<file path="config.mk">
export PLATFORM = sky130hd
export DESIGN_NAME = pipeline_stall_ctrl
export DESIGN_NICKNAME = d
export VERILOG_FILES = /design/src/rtl/pipe_ctrl_pkg.sv /design/src/rtl/pipeline_stall_ctrl_sat_counter.sv /design/src/rtl/pipeline_stall_ctrl.sv
export SDC_FILE = /design/constraint.sdc
export NUM_CORES = 1
export LEC_CHECK = 0
export CORE_UTILIZATION = 34
export CTS_BUF_LIST = sky130_fd_sc_hd__clkbuf_2 sky130_fd_sc_hd__clkbuf_4 sky130_fd_sc_hd__clkbuf_8
export DETAILED_ROUTE_END_ITERATION = 6
export HOLD_SLACK_MARGIN = 0.02
export PLACE_DENSITY = 0.77
export SYNTH_ARGS = -nofsm -noshare
export SYNTH_HDL_FRONTEND = slang
export SYNTH_SLANG_ARGS = --single-unit
</file>
<file path="constraint.sdc">
create_clock -name clk -period 1.85 [get_ports clk]
set_clock_uncertainty 0.1 [all_clocks]
set_input_delay 0.2775 -clock clk [delete_from_list [all_inputs] [get_ports clk]]
set_output_delay 0.2775 -clock clk [all_outputs]
set_load 0.03 [all_outputs]
</file>
<file path="src/rtl/pipe_ctrl_pkg.sv">
// Shared encodings and instruction field positions for the pipeline stall/flush controller.
package pipe_ctrl_pkg;

  // Controller FSM encodings; 2'd3 is unused and recovers to ST_RUN.
  localparam logic [1:0] ST_RUN      = 2'd0;
  localparam logic [1:0] ST_MC_WAIT  = 2'd1;
  localparam logic [1:0] ST_MEM_WAIT = 2'd2;

  // RV32 register field positions.
  localparam int RS1_HI = 19;
  localparam int RS1_LO = 15;
  localparam int RS2_HI = 24;
  localparam int RS2_LO = 20;
  localparam int RD_HI  = 11;
  localparam int RD_LO  = 7;

  // Opcodes of the instruction classes this controller cares about.
  localparam logic [6:0] OP_LOAD   = 7'b0000011;
  localparam logic [6:0] OP_MULDIV = 7'b0110011;
  localparam logic [6:0] F7_MULDIV = 7'b0000001;

  // Load-use hazard: a load in EX writes a non-zero register that the ID instruction reads.
  function automatic logic load_use_hit(input logic       memread_x,
                                        input logic [4:0] rd_x,
                                        input logic [4:0] rs1_d,
                                        input logic [4:0] rs2_d);
    return memread_x && (rd_x != 5'd0) && ((rd_x == rs1_d) || (rd_x == rs2_d));
  endfunction

endpackage

</file>
<file path="src/rtl/pipeline_stall_ctrl_sat_counter.sv">
// Saturating up-counter: increments on inc, sticks at all-ones.
module sat_counter #(
  parameter int W = 16
) (
  input  logic         clk,
  input  logic         rst_n,
  input  logic         inc,
  output logic [W-1:0] count
);

  // Count up on inc, hold once every bit is set.
  always_ff @(posedge clk or negedge rst_n) begin
    if (!rst_n) begin
      count <= '0;
    end else if (inc && (count != {W{1'b1}})) begin
      count <= count + 1'b1;
    end
  end

endmodule

</file>
<file path="src/rtl/pipeline_stall_ctrl.sv">
// Stall/flush sequencer for a 5-stage RISC-V pipeline: load-use, EX redirects,
// multicycle EX ops (start/done handshake with timeout) and dmem wait states.
//
// Handshake with the multicycle unit: mc_req is a one-cycle start pulse issued
// in RUN when the EX instruction needs the unit; the unit answers with a
// one-cycle mc_done pulse when its result is valid. While waiting, the EX
// instruction is frozen and bubbles go into EX/MEM. mc_done outside MC_WAIT is
// ignored. If no mc_done arrives within MC_TIMEOUT wait cycles the op is
// abandoned and mc_err latches until reset.
module pipeline_stall_ctrl
  import pipe_ctrl_pkg::*;
#(
  parameter int MC_TIMEOUT = 32,
  parameter int CNT_W      = 16
) (
  input  logic             clk,
  input  logic             rst_n,
  input  logic [31:0]      inst_d,
  input  logic [31:0]      inst_x,
  input  logic             memread_x,
  input  logic             redirect_x,
  input  logic             mc_op_x,
  input  logic             mc_done,
  input  logic             mem_access_m,
  input  logic             dmem_ready,
  output logic             stall_f,
  output logic             stall_d,
  output logic             stall_x,
  output logic             stall_m,
  output logic             flush_d,
  output logic             flush_x,
  output logic             flush_m,
  output logic             mc_req,
  output logic             mc_err,
  output logic [1:0]       state,
  output logic [CNT_W-1:0] stall_cnt
);

  localparam logic [7:0] MC_LAST = 8'(MC_TIMEOUT - 1);

  logic [1:0] state_q;
  logic [1:0] state_nxt;
  logic [7:0] mc_cnt;
  logic [7:0] mc_cnt_nxt;
  logic       mc_err_set;
  logic       load_use;

  // Raw (pre-reset-gating) stage controls.
  logic s_f, s_d, s_x, s_m, f_d, f_x, f_m, req;

  // Instruction bits outside the register fields are not needed here.
  logic unused_bits;
  assign unused_bits = ^{inst_d[31:25], inst_d[14:0], inst_x[31:12], inst_x[6:0]};

  assign load_use = load_use_hit(memread_x, inst_x[RD_HI:RD_LO],
                                 inst_d[RS1_HI:RS1_LO], inst_d[RS2_HI:RS2_LO]);

  // Next-state and stage-control decode; priority order matters in RUN.
  always_comb begin
    state_nxt  = state_q;
    mc_cnt_nxt = mc_cnt;
    mc_err_set = 1'b0;
    s_f = 1'b0; s_d = 1'b0; s_x = 1'b0; s_m = 1'b0;
    f_d = 1'b0; f_x = 1'b0; f_m = 1'b0; req = 1'b0;
    case (state_q)
      ST_RUN: begin
        if (mem_access_m && !dmem_ready) begin
          s_f = 1'b1; s_d = 1'b1; s_x = 1'b1; s_m = 1'b1;
          state_nxt = ST_MEM_WAIT;
        end else if (mc_op_x) begin
          req = 1'b1;
          s_f = 1'b1; s_d = 1'b1; s_x = 1'b1; f_m = 1'b1;
          mc_cnt_nxt = 8'd0;
          state_nxt  = ST_MC_WAIT;
        end else if (redirect_x) begin
          f_d = 1'b1; f_x = 1'b1;
        end else if (load_use) begin
          // Single-cycle: the load reaches MEM next cycle and forwarding takes over.
          s_f = 1'b1; s_d = 1'b1; f_x = 1'b1;
        end
      end
      ST_MC_WAIT: begin
        if (mc_done) begin
          state_nxt = ST_RUN;
        end else if (mc_cnt == MC_LAST) begin
          mc_err_set = 1'b1;
          state_nxt  = ST_RUN;
        end else begin
          s_f = 1'b1; s_d = 1'b1; s_x = 1'b1; f_m = 1'b1;
          mc_cnt_nxt = mc_cnt + 8'd1;
        end
      end
      ST_MEM_WAIT: begin
        if (dmem_ready) begin
          state_nxt = ST_RUN;
        end else begin
          s_f = 1'b1; s_d = 1'b1; s_x = 1'b1; s_m = 1'b1;
        end
      end
      default: begin
        state_nxt = ST_RUN;
      end
    endcase
  end

  // Controls are forced low while reset is asserted, independent of state.
  assign stall_f = rst_n & s_f;
  assign stall_d = rst_n & s_d;
  assign stall_x = rst_n & s_x;
  assign stall_m = rst_n & s_m;
  assign flush_d = rst_n & f_d;
  assign flush_x = rst_n & f_x;
  assign flush_m = rst_n & f_m;
  assign mc_req  = rst_n & req;
  assign state   = state_q;

  // FSM state, wait counter and sticky timeout flag.
  always_ff @(posedge clk or negedge rst_n) begin
    if (!rst_n) begin
      state_q <= ST_RUN;
      mc_cnt  <= 8'd0;
      mc_err  <= 1'b0;
    end else begin
      state_q <= state_nxt;
      mc_cnt  <= mc_cnt_nxt;
      if (mc_err_set) begin
        mc_err <= 1'b1;
      end
    end
  end

  sat_counter #(.W(CNT_W)) u_stall_cnt (
    .clk   (clk),
    .rst_n (rst_n),
    .inc   (stall_f),
    .count (stall_cnt)
  );

endmodule

</file>
==> flow_summary.toml <==
[drt]
drt_first_pass_iters = 4
routed_via_density = 4.864
drc = 0
first_iter_violations = 28
routed_wl_um = 3928
vias = 1396
ant_nets = 0
routedWlPerCell_um = 13.69

[die]
initial_core_util_pct = 35.60
row_count = 24
die_y_um = 69.53
num_io_pins = 99
dieArea_sq_um = 4834
die_w_um = 69.53
coreArea_sq_um = 4354

[setup_path]
timing.critical_path.buf_inv = 1
rrSetupSlack_ps = -240
critPathRequiredTime_ps = 1470
worstSetupPathDepth = 6
start_kind = "flip-flop"
r2r_cells = 9
crit_chain = "ha_2, nand4bb_1, o21a_1, o21ai_2, o41ai_4, buf_6"
critPathMaxStageDelay_ps = 360
r2r-start = "mc_cnt[1]$_DFFE_PN0P_"
crit_family = "compound AO/OA/AOI/OAI gates"
critPathCaptureType = "output pin"
crit_type = "reg2out"
cp_data_arrival_time_ps = 1730
cp_max_fo = 4
worst_r2r_endpoint = "u_stall_cnt.count[10]$_DFFE_PN0P_"
crit_path_top_delay_cell = "dfrtp_1"

[synthesis]
synth_most_common_cell = "dfrtp_1"
synthesis.area_sq_um = 1550
syn-instance-count = 146
synth_top_cell_by_area = "dfrtp_1"
synthXorXnorAreaFrac_pct = 16.95
ys_types = 36
synth_area_per_cell_sq_um = 10.62
synthSimpleGateAreaFrac_pct = 26.55
synth_flop_cell = "dfrtp_1"
synth_top_family_by_area = "simple AND/OR/NAND/NOR gates"
synth-seq-cells = 27
synth_edf_count = 0
ys_warn_count = 0
synth_common_cells = "dfrtp_1, xor2_1, xnor2_1"
synth.top_cell.area_share_pct = 43.58
synth_nets = 220
async_reset_ff_share_pct = 100.0
seq_area_frac_synth_pct = 43.58
synthMuxAreaShare_pct = 1.453
synth_top_cells_by_area = "dfrtp_1, xor2_1, xnor2_1"
synth_compound_area_share_pct = 6.699
synth_fa_ha_area_share_pct = 1.614

[clock_tree]
cts.sinks = 27
cts_buffers = 3
postCtsHoldBufs = 0
clk_pin_slew_ps = 90
clock_path_buffers = 2
htree_num_levels = 1
clock_latency_ps = 270
cts_tree = "built"
root_buffer = "clkbuf_8"

[finish]
final_util_pct = 59.17
antennaDiodeCount = 0
nets = 310
stdcell_count = 287
drive_gt1_share_pct = 40.43
fillers = 350
final_area_sq_um = 2576
syn_to_final_growth_pct = 66.18

[global_route]
antenna_found_initial = 0
grt_pass1_vias = 1397
gr-total-overflow = 0
grt_pass1_wl_um = 6285
grt_max_degree = 23
track_usage_pct = 16.01

[run]
maxCapViolCount = 0

[timing]
hold_ws_ps = 377.8
fmax_mhz = 474.2
hold_viol_final = 0
finalSetupTns_ps = -2994
min_period_over_period_pct = 114.0
setup_violations = 26
rsz0062_at_grt = "yes"
max-slew-margin-rel_pct = 68.46
setup_ws_ps = -258.9
period_needed_ps = 2109
maxSlewViolCount = 0
worstMarginPinSlew_ps = 471.5

[placement]
dpl.hpwl_um = 2742
place_congestion = 0.7749
dp.cells = 272
portBuffers = 49
placed_area_sq_um = 2318

[worst_hold_path]
hold_depth = 1
hold_path_class = "reg2reg"
holdCritStartpoint = "mc_err$_DFFE_PN0P_"
hold_path_end = "mc_err$_DFFE_PN0P_"

[pwr]
p_leak_nw = 1.198
irDropWorstVdd_mv = 0.6294
power_density_nw_per_um2 = 814.7

[status]
outcome = "finished with violations"
failed_checks = "negative setup slack"
[power by group]
part	internal [W]	switching [W]
combinational	0.000494	0.000482
clock	0.000169	0.000176
sequential	0.000687	0.0000899
total	0.00135	0.000749
[logic make-up after synthesis]
family / after synthesis
xor gates and xnor gates: 30
buffers and inverters: 7
AOI/OAI and AO/OA: 12
muxes: 2
and+or+nand+nor: 66
DFF: 27
adders and majority gates: 2
[cells in the final DEF, fill, tap and decap left out, types with 5 or more instances in the layout]
cell	n
nor3b_4	5
dfrtp_1	21
nand4_1	7
buf_6	15
xor2_1	17
dfrtp_2	6
nand3_1	7
clkdlybuf4s50_1	24
dlygate4sd2_1	11
nand2_1	5
and3_1	6
buf_4	36
nor2_1	10
xnor2_1	12
[metal layers]
layer	vias to the layer above	wire, um	GRT usage [%]
li1	689	-	-
met1	661	1792	20.91
met2	42	1866	26.32
met3	4	222	3.343
met4	0	47	5.442
met5	-	0	0
[worst max-delay path by stage]
| stage | startpoint | slack (ps) | endpoint |
|---|---|---|---|
| 2_1_floorplan | u_stall_cnt.count[7]$_DFFE_PN0P_ | -100 | u_stall_cnt.count[9]$_DFFE_PN0P_ |
| 3_3_place_gp | inst_x[8] | -560 | u_stall_cnt.count[1]$_DFFE_PN0P_ |
| 3_5_place_dp | inst_x[8] | -580 | u_stall_cnt.count[1]$_DFFE_PN0P_ |
| 4_1_cts | mc_cnt[0]$_DFFE_PN0P_ | -330 | stall_f |
| 5_1_grt | mc_cnt[0]$_DFFE_PN0P_ | -350 | stall_f |
| 6_report | mc_cnt[1]$_DFFE_PN0P_ | -260 | stall_f |
[what timing repair did]
| action | CTS | global route |
|---|---|---|
| endpoints found under the setup margin | 28 | 30 |
| buffers inserted | 4 | 9 |
| gates resized for setup | 53 | 15 |
| pin swaps | 21 | 13 |
[through the flow]
step	power, W	setup slack, ps
floorplan	0.001248	-102.7
global placement	0.001634	-563.7
detailed placement	0.001651	-576.6
CTS	0.002052	-331.8
global route	0.002203	-345.1
finish	0.002099	-258.9
[area by class of cell]
class,instances,area (sq um),area share [%]
Clock buffer,4,48.80,1.894
Inverter,2,7.507,0.2914
Multi-Input combinational cell,112,963.4,37.40
Sequential cell,27,683.2,26.52
Tap cell,52,65.06,2.525
Timing Repair Buffer,90,808.3,31.37
[flip-flops by register name, summed over array words and instances (netlist names)]
register / count
mc_cnt: 8
u_stall_cnt.count: 16
state: 2
mc_err: 1
No activity file was read; power rests on OpenSTA's default activity.
